File: src/rtl/operand_fetch_pkg.sv
// Shared defaults and constants for the operand-fetch stage and its scoreboard.
// Latency/backpressure: none (types and constants only).
package operand_fetch_pkg;

  localparam int REGISTER_SIZE_DEFAULT = 32;
  localparam int ADDRESS_SIZE_DEFAULT  = 5;
  // Architectural zero register: never busy, always reads as 0.
  localparam int ZERO_REG              = 0;

endpackage

File: src/rtl/operand_scoreboard.sv
// Busy-bit scoreboard: set on issue, clear on write-back, bulk clear on flush.
// Lookups are combinational; updates land on the next edge; no backpressure of its own.
module operand_scoreboard
  import operand_fetch_pkg::*;
#(
  parameter int ADDRESS_SIZE = ADDRESS_SIZE_DEFAULT
) (
  input  logic                    clk,
  input  logic                    reset,
  input  logic                    flush,
  input  logic                    set,
  input  logic [ADDRESS_SIZE-1:0] set_addr,
  input  logic                    clear,
  input  logic [ADDRESS_SIZE-1:0] clear_addr,
  input  logic [ADDRESS_SIZE-1:0] rs1,
  input  logic [ADDRESS_SIZE-1:0] rs2,
  input  logic [ADDRESS_SIZE-1:0] rd,
  output logic                    busy_rs1,
  output logic                    busy_rs2,
  output logic                    busy_rd
);

  localparam int DEPTH = 1 << ADDRESS_SIZE;

  logic [DEPTH-1:0] busy;
  logic [DEPTH-1:0] busy_next;
  logic [DEPTH-1:0] set_mask;
  logic [DEPTH-1:0] clear_mask;

  // Set is applied after clear so a same-cycle issue and write-back to one register leaves it busy.
  always_comb begin
    set_mask   = '0;
    clear_mask = '0;
    if (set)   set_mask[set_addr]     = 1'b1;
    if (clear) clear_mask[clear_addr] = 1'b1;
    busy_next           = (busy & ~clear_mask) | set_mask;
    busy_next[ZERO_REG] = 1'b0;
  end

  always_ff @(posedge clk) begin
    if (reset || flush) busy <= '0;
    else                busy <= busy_next;
  end

  assign busy_rs1 = busy[rs1];
  assign busy_rs2 = busy[rs2];
  assign busy_rd  = busy[rd];

endmodule

File: src/rtl/operand_fetch.sv
// Operand fetch: reads the register bank, tracks pending writes, one-cycle registered output.
// Stalls in_ready on hazards or a held output; OPERAND_FETCH_BYPASS_EN adds same-cycle write-back bypass.
module operand_fetch
  import operand_fetch_pkg::*;
#(
  parameter int REGISTER_SIZE = REGISTER_SIZE_DEFAULT,
  parameter int ADDRESS_SIZE  = ADDRESS_SIZE_DEFAULT
) (
  input  logic                     clk,
  input  logic                     reset,
  input  logic                     flush,
  input  logic                     in_valid,
  output logic                     in_ready,
  input  logic [ADDRESS_SIZE-1:0]  in_rs1,
  input  logic [ADDRESS_SIZE-1:0]  in_rs2,
  input  logic [ADDRESS_SIZE-1:0]  in_rd,
  input  logic                     in_rd_write,
  output logic [ADDRESS_SIZE-1:0]  rf_addr_out1,
  output logic [ADDRESS_SIZE-1:0]  rf_addr_out2,
  input  logic [REGISTER_SIZE-1:0] rf_data_out1,
  input  logic [REGISTER_SIZE-1:0] rf_data_out2,
  input  logic                     wb_write,
  input  logic [ADDRESS_SIZE-1:0]  wb_addr,
  input  logic [REGISTER_SIZE-1:0] wb_data,
  output logic                     out_valid,
  input  logic                     out_ready,
  output logic [REGISTER_SIZE-1:0] out_op1,
  output logic [REGISTER_SIZE-1:0] out_op2,
  output logic [ADDRESS_SIZE-1:0]  out_rd,
  output logic                     out_rd_write
);

  localparam logic [ADDRESS_SIZE-1:0] ZERO_ADDR = ADDRESS_SIZE'(ZERO_REG);

  typedef struct packed {
    logic [REGISTER_SIZE-1:0] op1;
    logic [REGISTER_SIZE-1:0] op2;
    logic [ADDRESS_SIZE-1:0]  rd;
    logic                     rd_write;
  } out_stage_t;

  out_stage_t               stage;
  out_stage_t               stage_next;
  logic                     busy_rs1, busy_rs2, busy_rd;
  logic                     hit_rs1, hit_rs2, hit_rd;
  logic [REGISTER_SIZE-1:0] src1, src2;
  logic                     hazard;
  logic                     accept;
  logic                     sb_set;
  logic                     sb_clear;

  assign rf_addr_out1 = in_rs1;
  assign rf_addr_out2 = in_rs2;

`ifdef OPERAND_FETCH_BYPASS_EN
  assign hit_rs1 = wb_write && (wb_addr == in_rs1);
  assign hit_rs2 = wb_write && (wb_addr == in_rs2);
  assign hit_rd  = wb_write && (wb_addr == in_rd);
  assign src1    = hit_rs1 ? wb_data : rf_data_out1;
  assign src2    = hit_rs2 ? wb_data : rf_data_out2;
`else
  // Without bypass a busy register waits until the bank itself holds the value.
  logic unused_wb_data;
  assign unused_wb_data = ^wb_data;
  assign hit_rs1 = 1'b0;
  assign hit_rs2 = 1'b0;
  assign hit_rd  = 1'b0;
  assign src1    = rf_data_out1;
  assign src2    = rf_data_out2;
`endif

  assign hazard = ((in_rs1 != ZERO_ADDR) && busy_rs1 && !hit_rs1) ||
                  ((in_rs2 != ZERO_ADDR) && busy_rs2 && !hit_rs2) ||
                  (in_rd_write && (in_rd != ZERO_ADDR) && busy_rd && !hit_rd);

  assign in_ready = (!out_valid || out_ready) && !hazard && !flush;
  assign accept   = in_valid && in_ready;
  assign sb_set   = accept && in_rd_write && (in_rd != ZERO_ADDR);
  assign sb_clear = wb_write && (wb_addr != ZERO_ADDR);

  always_comb begin
    stage_next          = '0;
    stage_next.op1      = (in_rs1 == ZERO_ADDR) ? '0 : src1;
    stage_next.op2      = (in_rs2 == ZERO_ADDR) ? '0 : src2;
    stage_next.rd       = in_rd;
    stage_next.rd_write = in_rd_write;
  end

  always_ff @(posedge clk) begin
    if (reset) begin
      out_valid <= 1'b0;
      stage     <= '0;
    end else if (flush) begin
      out_valid <= 1'b0;
    end else if (accept) begin
      out_valid <= 1'b1;
      stage     <= stage_next;
    end else if (out_ready) begin
      out_valid <= 1'b0;
    end
  end

  assign out_op1      = stage.op1;
  assign out_op2      = stage.op2;
  assign out_rd       = stage.rd;
  assign out_rd_write = stage.rd_write;

  operand_scoreboard #(
    .ADDRESS_SIZE(ADDRESS_SIZE)
  ) u_sb (
    .clk        (clk),
    .reset      (reset),
    .flush      (flush),
    .set        (sb_set),
    .set_addr   (in_rd),
    .clear      (sb_clear),
    .clear_addr (wb_addr),
    .rs1        (in_rs1),
    .rs2        (in_rs2),
    .rd         (in_rd),
    .busy_rs1   (busy_rs1),
    .busy_rs2   (busy_rs2),
    .busy_rd    (busy_rd)
  );

endmodule

File: config.mk
export PLATFORM = sky130hd
export DESIGN_NAME = operand_fetch
export DESIGN_NICKNAME = d
export VERILOG_FILES = /design/src/rtl/operand_fetch_pkg.sv /design/src/rtl/operand_scoreboard.sv /design/src/rtl/operand_fetch.sv
export SDC_FILE = /design/constraint.sdc
export NUM_CORES = 1
export LEC_CHECK = 0
export CAP_MARGIN = 40
export CORE_MARGIN = 1.5
export CORE_UTILIZATION = 41
export DETAILED_ROUTE_END_ITERATION = 6
export HOLD_SLACK_MARGIN = 0.03
export PLACE_DENSITY = 0.75
export SLEW_MARGIN = 0
export SYNTH_ARGS = -nofsm -noshare
export SYNTH_HDL_FRONTEND = slang
export SYNTH_HIERARCHICAL = 1
export SYNTH_SLANG_ARGS = --single-unit
File: constraint.sdc
create_clock -name clk -period 3.2 [get_ports clk]
set_input_delay 0.32 -clock clk [delete_from_list [all_inputs] [get_ports clk]]
set_output_delay 0.32 -clock clk [all_outputs]
set_load 0.1 [all_outputs]
# After elaboration in Yosys (flattened, before gate mapping)
# Cells that the tools add are included.
# word_totals
out_inout_bits,82
inputBits,123
wordCells,61
reg_bits,103
# classes
muxes,16
bitwise_logic,4
reduce_logical,28
order_cmp,6
# ops
cell,count
32-bit two-way mux,4
32-bit AND,1
32-bit NOT,1
32-bit OR,1
"5-bit by 6-bit < comparator with 1-bit output, second input constant",4
5-bit nonzero test,4
1-bit binary-select mux with 5-bit select,3
1-bit logical AND,12
1-bit demux with 5-bit select,2
"5-bit by 1-bit greater-or-equal comparator with 1-bit output, second input constant",2
5-bit zero test,2
1-bit two-way mux,7
1-bit logical OR,4
1-bit zero test,3
2-bit AND reduction,1
2-bit nonzero test,1
2-bit OR reduction,1
1-bit NOT,1

# Longest topological paths before layout
# Gate-level depths: netlist of the first run.
# logic_depth
word_depth,13
ltp_mapped,13
mapped_depth_nobuf,11

# Cells and area by module
# The synthesis of the first run kept the hierarchy.
# by_module_without_submodules
module,instances,cells_per_inst,seq_area_each_um2,area_each_um2
operand_fetch,1,342,1421.4,3231.8
operand_scoreboard,1,267,620.6,2167.1

# Worst setup path before layout of the first run
# No wires, ideal clock.
# synth_path
kind,in2reg
startpoint,input in_rs1[0]
endpoint,register u_sb.busy[8]
t_arrival_ns,2.604
setup_ns,0.070
setup_slack_ns,0.526
required_time_ns,3.130
path_stages,11
n_path_buf,2
cell_sequence,buf_6 > mux4_1 > o2111ai_1 > nand4_1 > o21ai_4 > nand4_4 > buf_6 > nor3_1 > nor3b_1 > nand2_1 > a21oi_1
# synth_between
elab_chain_cells,13
elab_cells_between_ends,14
classes_between,3 x mux; 1 x bitwise; 10 x reduce/logical
# synth_rtl
element,line,source
"start, declared",operand_fetch.sv:14,"input logic [ADDRESS_SIZE-1:0] in_rs1,"
1-bit binary-select mux with 5-bit select,operand_scoreboard.sv:45,assign busy_rs1 = busy[rs1];
1-bit two-way mux (implied by the code),operand_scoreboard.sv:45,
via busy_rs1,operand_fetch.sv:44,"logic busy_rs1, busy_rs2, busy_rd;"
1-bit logical AND,operand_fetch.sv:72,assign hazard = ((in_rs1 != ZERO_ADDR) && busy_rs1 && !hit_rs1) ||
1-bit logical OR,operand_fetch.sv:72,
1-bit logical OR,operand_fetch.sv:73,((in_rs2 != ZERO_ADDR) && busy_rs2 && !hit_rs2) ||
1-bit zero test,operand_fetch.sv:76,assign in_ready = (!out_valid || out_ready) && !hazard && !flush;
1-bit logical AND (2 in series),operand_fetch.sv:76,
1-bit logical AND,operand_fetch.sv:77,assign accept = in_valid && in_ready;
1-bit logical AND (2 in series),operand_fetch.sv:78,assign sb_set = accept && in_rd_write && (in_rd != ZERO_ADDR);
via sb_set,operand_fetch.sv:49,logic sb_set;
32-bit two-way mux,operand_scoreboard.sv:34,if (set) set_mask[set_addr] = 1'b1;
32-bit OR,operand_scoreboard.sv:36,busy_next = (busy & ~clear_mask) | set_mask;
"end signal, assigned",operand_scoreboard.sv:42,else busy <= busy_next;
"end, declared",operand_scoreboard.sv:25,logic [DEPTH-1:0] busy;
# The timed path passes the listed nets, and every way through them passes these cells. The select of a mux whose other input is x is not followed.
# A chain may end at the register's enable or synchronous reset.

# Worst setup path in the final report of the first run
# layout_path
startpoint,input in_rs2[0]
endpoint,output in_ready
# layout_between
elab_chain_cells,8
elab_cells_between_ends,9
classes_between,2 x mux; 7 x reduce/logical
# layout_rtl
element,line,source
"start, declared",operand_fetch.sv:15,"input logic [ADDRESS_SIZE-1:0] in_rs2,"
1-bit binary-select mux with 5-bit select,operand_scoreboard.sv:46,assign busy_rs2 = busy[rs2];
1-bit two-way mux (implied by the code),operand_scoreboard.sv:46,
via busy_rs2,operand_fetch.sv:44,
1-bit logical AND,operand_fetch.sv:73,
1-bit logical OR,operand_fetch.sv:72,
1-bit logical OR,operand_fetch.sv:73,
1-bit zero test,operand_fetch.sv:76,
1-bit logical AND (2 in series),operand_fetch.sv:76,
"end, declared",operand_fetch.sv:13,"output logic in_ready,"
# The timed path passes the listed nets, and every way through them passes these cells. The select of a mux whose other input is x is not followed.

==> run summary, run 1 <==
status = complete, no violations
EDFF count, synth = 0
Syn Area/Cell = 8.87 um^2
sequential share of the synthesized area = 37.8%
post-layout net count = 965
Worst path max stage delay = 680 ps
Main synth FF type = dfxtp_1
total gr overflow = 0
Place WS = -84.0 ps
highest routed metal layer = met4
crit-path leading delay family = buffers and inverters
most frequent cells in the layout = clkdlybuf4s50_1 (160), nand2_1 (102), dfxtp_1 (102)
worst-skew pair later-pin latency = 350 ps
met3 wire length = 1.54 mm
antenna violations before repair = 1
area delta synth->final = 65.9%
row count = 41
largest net degree at the start of global routing = 57
Multi-input gate area = 2990 um^2
Remaining DRCs = 0
wire per inst = 18.9 um
GRT Total Usage = 27.3%
Fin. Hold Viols = 0
DR vias = 5610
most common cell after layout, fill and taps aside = clkdlybuf4s50_1
Mapped Cells = 609
I/O pin count = 205
Total Power = 3.59 mW
Post-CTS Setup Bufs = 0
RD Place Congestion = 0.910
Cells on Worst Hold Path = 2
Final Skew = 11.9 ps
DIE AREA = 13900 um^2
Critical Path RT = 2880 ps
leakage dissipation = 3.37 nW
buffers added on ports = 172
Worst Hold Launch = reset
crit-path cells = clkdlybuf4s50_1, mux4_1, o2111ai_1, nand4_1, o21ai_4, nand4_4, buf_4, inv_2, buf_12
clock slew at reported path FFs = 70 ps
vias in the first global route = 5727
Reg area = 2040 um^2
Root Driver = clkbuf_16
crit end category = primary output
Core ar. = 12700 um^2
CP max stage cell = clkdlybuf4s50_1
R2R depth = 12
R2R Path End = u_sb/busy[8]
DR pass1 iterations = 7
min cycle time layout = 3070 ps
final setup vio count = 0
Seq cells post-synth = 102
Worst-Margin Slew = 594 ps
P per Cell Area = 401 nW/um^2
DPL Wire Length = 14.0 mm
RSZ-0062 raised after global routing = no
# fillers = 860
Area contributors post-synth = dfxtp_1 (38%), mux2i_1 (17%), nand2b_1 (8.1%)
Slew Limit Headroom = 60.4%
Post-Route WL = 19.2 mm
Syn. warnings = 6
Bufs and invs on worst path = 4
asr flop ratio synth = 0%
min-delay worst type = in2reg
Mapped Nets = 732
setup ws final = 129 ps
Max-Cap Viols = 0
Peak VDD IR = 0.297 mV
post-synthesis cell area = 5400 um^2
die height = 118 um
Hold Crit Endpoint = out_rd[1]
design area = 8960 um^2
cts repair resizes = 0
initial core utilization = 42.4%
die span in x = 118 um
worst reg2reg startpoint = u_sb/busy[6]
Slew Viols, Final = 0
Yosys top cell area share = 37.8%
Tcrit/Tclk final = 96.0%
vias per std cell = 5.50
met2 wire length = 9.88 mm
Worst Path Arrival = 2750 ps
maximum buffer depth of the clock tree = 2
FMAX = 326 MHz
Final Util = 70.4%
# hold bufs at CTS = 0
crit path max fanout = 14
TritonCTS clock tree = built
critical path class = in2out
Netlist cell types = 40
Yosys top cell by area = dfxtp_1
Final ANT Viol Nets = 0
share of layout cells above drive strength 1 = 17.1%
post-route setup TNS = 0 ps
Clock H-tree levels = 3
Num CTS Buffers = 9
Post-Route M1 WL = 6.81 mm
Critical Path Start Type = input port
first-iteration detailed-routing DRC count = 567
clock sink count = 102
first-pass GRT wire length = 30.0 mm
area of placed instances = 8650 um^2
R2R Setup Slk = 570 ps
## metrics by stage
stage	instances	hold WS (ps)
CTS	1019	367
global route	1020	404
detailed placement	1003	467
floorplan	609	462
finish	1020	373
global placement	932	458
## worst max path at each step
stage          startpoint            to  slack, ps  depth (start not counted)
6_report        in_rs2[0]      in_ready        130                          9
5_1_grt          in_rd[0]      in_ready         40                          9
4_1_cts         in_rs2[0]      in_ready        160                          9
3_5_place_dp    in_rs2[0]    out_op2[9]        -80                         10
3_3_place_gp     in_rd[0]  u_sb/busy[8]         50                         13
2_1_floorplan   in_rs1[0]  u_sb/busy[8]        530                         11
## cell families (layout without fill, tap and decap cells)
kind of cell	after synthesis	in the layout	synth area share [%]
muxes	100	100	20.8
buffers and inverters	59	297	6.88
DFF	102	102	37.8
AOI/OAI and AO/OA	104	104	11.1
other	0	1	0
and+or+nand+nor	244	244	23.4
## cell usage after synthesis (7+ instances only)
cell      count
a21oi_1      46
buf_4        14
clkbuf_1     18
dfxtp_1     102
inv_1         9
mux2i_1      91
nand2_1     102
nand2b_1     70
nand3_1      14
nor2_1       16
nor2b_1       7
o21ai_0      31
o21ai_1       7
or3_1         7
## worst register-to-register path, cell delays in order, from the launching register on
cell	delay, ps
dfxtp_1	350
mux4_2	490
nand2b_1	170
o211ai_1	120
nand4_1	180
o21ai_4	110
nand4_4	120
nor3_1	240
buf_4	180
nor3b_1	190
buf_4	200
nand2_1	70
a21oi_1	130
## layer usage
layer	vias to the layer above	global-route usage (%)
li1	2553	-
met1	2644	29.6
met2	337	49.6
met3	76	5.43
met4	0	15.5
met5	-	0
## flip-flops by register name (all words and copies together) (netlist names)
signal / flops
out_op2: 32
out_rd_write: 1
out_op1: 32
u_sb/busy: 31
out_rd: 5
out_valid: 1
## power breakdown
part | total [mW] | switching [mW] | internal [mW]
logic | 1.11 | 0.653 | 0.456
clock network | 1.15 | 0.513 | 0.633
registers | 1.34 | 0.0257 | 1.31
## final cells by class
class | instances | share of cell area [%]
Multi-Input combinational cell | 448 | 33.4
Antenna cell | 1 | 0.0279
Inverter | 11 | 0.461
Clock buffer | 10 | 2.67
Sequential cell | 102 | 22.8
Tap cell | 172 | 2.40
Timing Repair Buffer | 270 | 37.5
Clock inverter | 6 | 0.754
Power figures use the tool's default switching activity.
==> run 2: changes to the inputs <==
Settings changed: CORE_MARGIN 1.5 to 5, PLACE_DENSITY 0.75 to 0.83.
==> run 2 against run 1 <==
Flip-flop and latch count unchanged. Clock power up 5%. Final cell count up 0.59%. Register-to-register slack worse by 80 ps. Via count up 2.5%. Critical path type is now in2reg. Highest routed layer unchanged.
==> run summary, run 2 (synthesized netlist as in run 1, its figures left out) <==
TritonCTS clock tree = built
die span in x = 125 um (+5.9%)
Clock H-tree levels = 3 (unchanged)
antenna violations before repair = 1 (unchanged)
min cycle time layout = 3070 ps (-0.752 ps)
maximum buffer depth of the clock tree = 2 (unchanged)
clock sink count = 102 (unchanged)
critical path class = in2reg
Multi-input gate area = 2990 um^2 (unchanged)
Peak VDD IR = 0.298 mV (+0.65%)
first-iteration detailed-routing DRC count = 584 (+3.0%)
DIE AREA = 15600 um^2 (+12%)
I/O pin count = 205 (unchanged)
CP most frequent cell = buf_12
Worst Path Arrival = 3300 ps (+550 ps)
crit path max fanout = 18 (+4)
RSZ-0062 raised after global routing = no
Worst path max stage delay = 670 ps (about the same)
Num CTS Buffers = 9 (unchanged)
crit-path cells = clkdlybuf4s50_1, mux4_1, o2111ai_1, nand4_1, o211ai_2, nand4_4, buf_12, nor2_4, buf_12, buf_12, mux2i_1
Critical Path RT = 3430 ps (+550 ps)
vias per std cell = 5.60 (+1.9%)
wire per inst = 21.2 um (+12%)
post-layout net count = 968 (+0.31%)
CP max stage cell = clkdlybuf4s50_1
final setup vio count = 0 (unchanged)
Critical Path Start Type = input port
Core ar. = 13100 um^2 (+2.9%)
largest net degree at the start of global routing = 49 (-14%)
GRT Total Usage = 27.1% (-0.25 points)
P per Cell Area = 406 nW/um^2 (+1.3%)
Slew Viols, Final = 0 (unchanged)
Bufs and invs on worst path = 4 (unchanged)
# fillers = 826 (-4.0%)
DR pass1 iterations = 6 (-1)
vias in the first global route = 5830 (+1.8%)
Total Power = 3.69 mW (+2.7%)
RD Place Congestion = 0.864 (-5.1%)
Fin. Hold Viols = 0 (unchanged)
area delta synth->final = 68.1%
# hold bufs at CTS = 0 (unchanged)
leakage dissipation = 3.42 nW (+1.5%)
Tcrit/Tclk final = 96.0% (about the same)
Root Driver = clkbuf_16
Final ANT Viol Nets = 0 (unchanged)
Worst Hold Margin = 474 ps (+102 ps)
Slew Limit Headroom = 52.1% (-8.3 points)
DR vias = 5750 (+2.5%)
Max-Cap Viols = 0 (unchanged)
worst-skew pair later-pin latency = 350 ps (about the same)
DPL Wire Length = 16.3 mm (+16%)
first-pass GRT wire length = 33.1 mm (+11%)
Post-CTS Setup Bufs = 0 (unchanged)
FMAX = 326 MHz (about the same)
Final Skew = 13.3 ps (+1.42 ps)
crit end category = register
initial core utilization = 41.3% (-1.2 points)
clock slew at reported path FFs = 70 ps (about the same)
Post-Route WL = 21.7 mm (+13%)
Reg area = 2040 um^2 (unchanged)
crit-path leading delay family = buffers and inverters
min-delay worst type = reg2reg
row count = 42 (+2.4%)
buffers added on ports = 172 (unchanged)
status = complete, no violations
share of layout cells above drive strength 1 = 17.2% (+0.077 points)
total gr overflow = 0 (unchanged)
most frequent cells in the layout = clkdlybuf4s50_1 (160), nand2_1 (102), dfxtp_1 (102)
Remaining DRCs = 0 (unchanged)
Final Util = 69.4% (-1.0 points)
most common cell after layout, fill and taps aside = clkdlybuf4s50_1
die height = 125 um (+5.9%)
cts repair resizes = 0 (unchanged)
Worst-Margin Slew = 719 ps (+125 ps)
run 2: per-layer routing:
layer | up-vias | GRT usage (%) | wire length (um)
li1 | 2572 | - | -
met1 | 2689 | 28.6 | 7450
met2 | 387 | 49.2 | 11000
met3 | 102 | 5.36 | 1750
met4 | 0 | 16.6 | 1460
met5 | - | 0 | 0
run 2: final timing paths:
check	start	to	slack, ps	depth (start not counted)
setup reg to reg	u_sb/busy[7]	out_op2[5]	490	11
hold / removal	out_op1[4]	out_op1[4]	470	2
setup / recovery	in_rd[0]	out_op2[5]	130	11
hold reg to reg	out_op1[4]	out_op1[4]	470	2
run 2: layout make-up:
class	count	share of cell area [%]
flip-flops and latches	102	22.5
multi-input cells	448	32.9
inverters	11	0.455
clock buffers	12	2.83
diodes	1	0.0276
well taps	176	2.43
repair buffers	273	38.1
clock inverters	3	0.744
run 2: power breakdown:
part	switching [mW]	total (mW)	internal, mW
Combinational	0.669	1.14	0.471
Sequential	0.0275	1.34	1.31
Clock	0.483	1.21	0.725
Total	1.18	3.69	2.51
run 2: worst reg2reg max path, delay by kind of cell, from the launching register on:
kind	cells	cell delay (ps)
multiplexers	2	840
AND/OR/NAND/NOR	4	620
buffers and inverters	3	560
flip-flops	1	340
AO/OA/AOI/OAI	2	250
run 2: through the flow:
step           cells  TNS [ps]  area [um^2]  setup slack, ps
3_3_place_gp     939         0         7300             48.9
2_1_floorplan    609         0         5400              526
6_report        1026         0         9080              130
3_5_place_dp    1010      -368         8750             -134
4_1_cts         1025         0         9070              184
5_1_grt         1026         0         9080             59.2
==> run 3: changes to the inputs <==
Settings changed: CORE_UTILIZATION 41 to 40, PLACE_DENSITY 0.83 to 0.85.
Clock period 3.2 ns to 2.75 ns, I/O delays scaled along.
==> run 3 against run 2 <==
First-iteration DRC count is 11% lower. Non-clock buffer count is 67 lower. Power increased by 6.8%. Combinational power fell by 7%.
==> run summary, run 3 (synthesized netlist as in run 1, its figures left out) <==
status = complete, no violations
Worst-Margin Slew = 607 ps (-112 ps)
FMAX = 380 MHz
Worst Path Arrival = 2360 ps (-940 ps)
most frequent cells in the layout = buf_4 (104), nand2_1 (102), dfxtp_1 (102)
busiest grt layer = met2
final setup vio count = 0 (unchanged)
largest net degree at the start of global routing = 50 (+2.0%)
DR vias = 5074 (-12%)
Fin. Hold Viols = 0 (unchanged)
GRT Total Usage = 19.6% (-7.5 points)
vias per std cell = 5.29 (-5.6%)
Post-Route WL = 16.3 mm (-25%)
total gr overflow = 0 (unchanged)
vias in the first global route = 4863 (-17%)
ANT cells = 0 (-1)
crit path max fanout = 10 (-8)
Slew Viols, Final = 0 (unchanged)
DR pass1 iterations = 5 (-1)
DPL Wire Length = 12.0 mm (-26%)
crit end category = primary output
DIE AREA = 15900 um^2 (+2.3%)
Total Power = 3.94 mW (+6.8%)
maximum buffer depth of the clock tree = 2 (unchanged)
Remaining DRCs = 0 (unchanged)
setup ws final = 120 ps (-9.85 ps)
Core ar. = 13200 um^2 (+1.2%)
antenna violations before repair = 0 (-1)
initial core utilization = 40.8% (-0.49 points)
met2 usage = 32.6% (-17 points)
Clock H-tree levels = 3 (unchanged)
dpl cells = 941 (-6.8%)
clock slew at reported path FFs = 80 ps (about the same)
I/O pin count = 205 (unchanged)
buffers added on ports = 172 (unchanged)
row count = 42 (unchanged)
min-delay worst type = in2reg
TritonCTS clock tree = built
Slew Limit Headroom = 59.5% (+7.5 points)
Non-Filler Instances = 959 (-6.5%)
Tcrit/Tclk final = 95.6%
post-layout net count = 901 (-6.9%)
leakage dissipation = 2.95 nW (-14%)
P per Cell Area = 523 nW/um^2 (+29%)
Place WS = -328 ps (-194 ps)
area delta synth->final = 39.4%
Worst Hold Margin = 382 ps (-92.2 ps)
Num CTS Buffers = 9 (unchanged)
GRT met1 Usage = 25.4% (-3.2 points)
share of layout cells above drive strength 1 = 19.8% (+2.6 points)
RSZ-0062 raised after global routing = no
worst-skew pair later-pin latency = 350 ps (about the same)
Critical Path RT = 2480 ps (-950 ps)
most common cell after layout, fill and taps aside = buf_4
area of placed instances = 7170 um^2 (-18%)
min cycle time layout = 2630 ps
Peak VDD IR = 0.277 mV (-7.1%)
die span in x = 126 um (+1.1%)
Root Driver = clkbuf_16
Critical Path Start Type = input port
clock sink count = 102 (unchanged)
Final ANT Viol Nets = 0 (unchanged)
Final Skew = 6.54 ps (-6.74 ps)
RD Place Congestion = 0.902 (+4.4%)
first-pass GRT wire length = 25.6 mm (-23%)
die height = 126 um (+1.1%)
grt met3 use = 4.06% (-1.3 points)
first-iteration detailed-routing DRC count = 522 (-11%)
# hold bufs at CTS = 0 (unchanged)
design area = 7530 um^2 (-17%)
critical path class = in2out
wire per inst = 17.0 um (-20%)
Max-Cap Viols = 0 (unchanged)
==> run 3: changes by cell type in the layout (fill, tap and decap cells not counted), moves of 3 or more <==
cell | before | now
buf_12 | 7 | 10
clkdlybuf4s50_1 | 160 | 86
buf_16 | 31 | 0
buf_4 | 34 | 104
buf_8 | 40 | 0
==> run 3: worst paths after layout <==
path | startpoint | end | slack, ps | cells after the start
hold reg to reg | out_op1[9] | out_op1[9] | 470 | 2
setup / recovery | in_rs1[1] | in_ready | 120 | 11
hold / removal | reset | out_rd[3] | 380 | 2
setup reg to reg | u_sb/busy[7] | u_sb/busy[4] | 310 | 11
==> run 3: critical path, stage by stage <==
cell	delay (ps)
clkdlybuf4s50_1	580
buf_4	240
mux2i_1	200
a21oi_1	80
o211ai_1	180
nand4_1	180
o21ai_4	100
nand4_4	140
buf_6	160
inv_4	50
buf_12	160
==> run 3: routing by layer <==
layer / wire, um / vias up / share of wire (%)
met5: 0 / - / 0
met4: 388 / 0 / 2.4
met3: 1050 / 31 / 6.5
met2: 7870 / 208 / 48
met1: 6990 / 2408 / 43
li1: - / 2427 / -
==> run 3: per-stage QoR <==
step | setup TNS (ps) | util (%)
6_report | 0 | 56.8
5_1_grt | 0 | 56.8
4_1_cts | 0 | 56.5
3_5_place_dp | -24160 | 54.1
3_3_place_gp | -24020 | 54.1
2_1_floorplan | 0 | -
==> run 3: timing repair <==
action	in CTS	in global routing
resized for setup	3	6
endpoints found under the setup margin	1	32
cloned	0	0
buffers inserted	1	2
endpoints found under the hold margin	0	0
pin swaps	1	1
==> run 3: cell type report <==
cell class,count,area (um^2)
well taps,176,220
repair buffers,206,1900
flip-flops and latches,102,2040
clock buffers,9,225
clock inverters,7,86.3
multi-input cells,448,3010
fillers,1174,5720
inverters,11,43.8
==> run 3: power breakdown <==
group          total, mW  leakage [nW]  internal, mW  switching [mW]
sequential          1.55         0.826          1.53          0.0260
combinational       1.06          1.98         0.358           0.704
clock               1.33         0.151         0.656           0.670
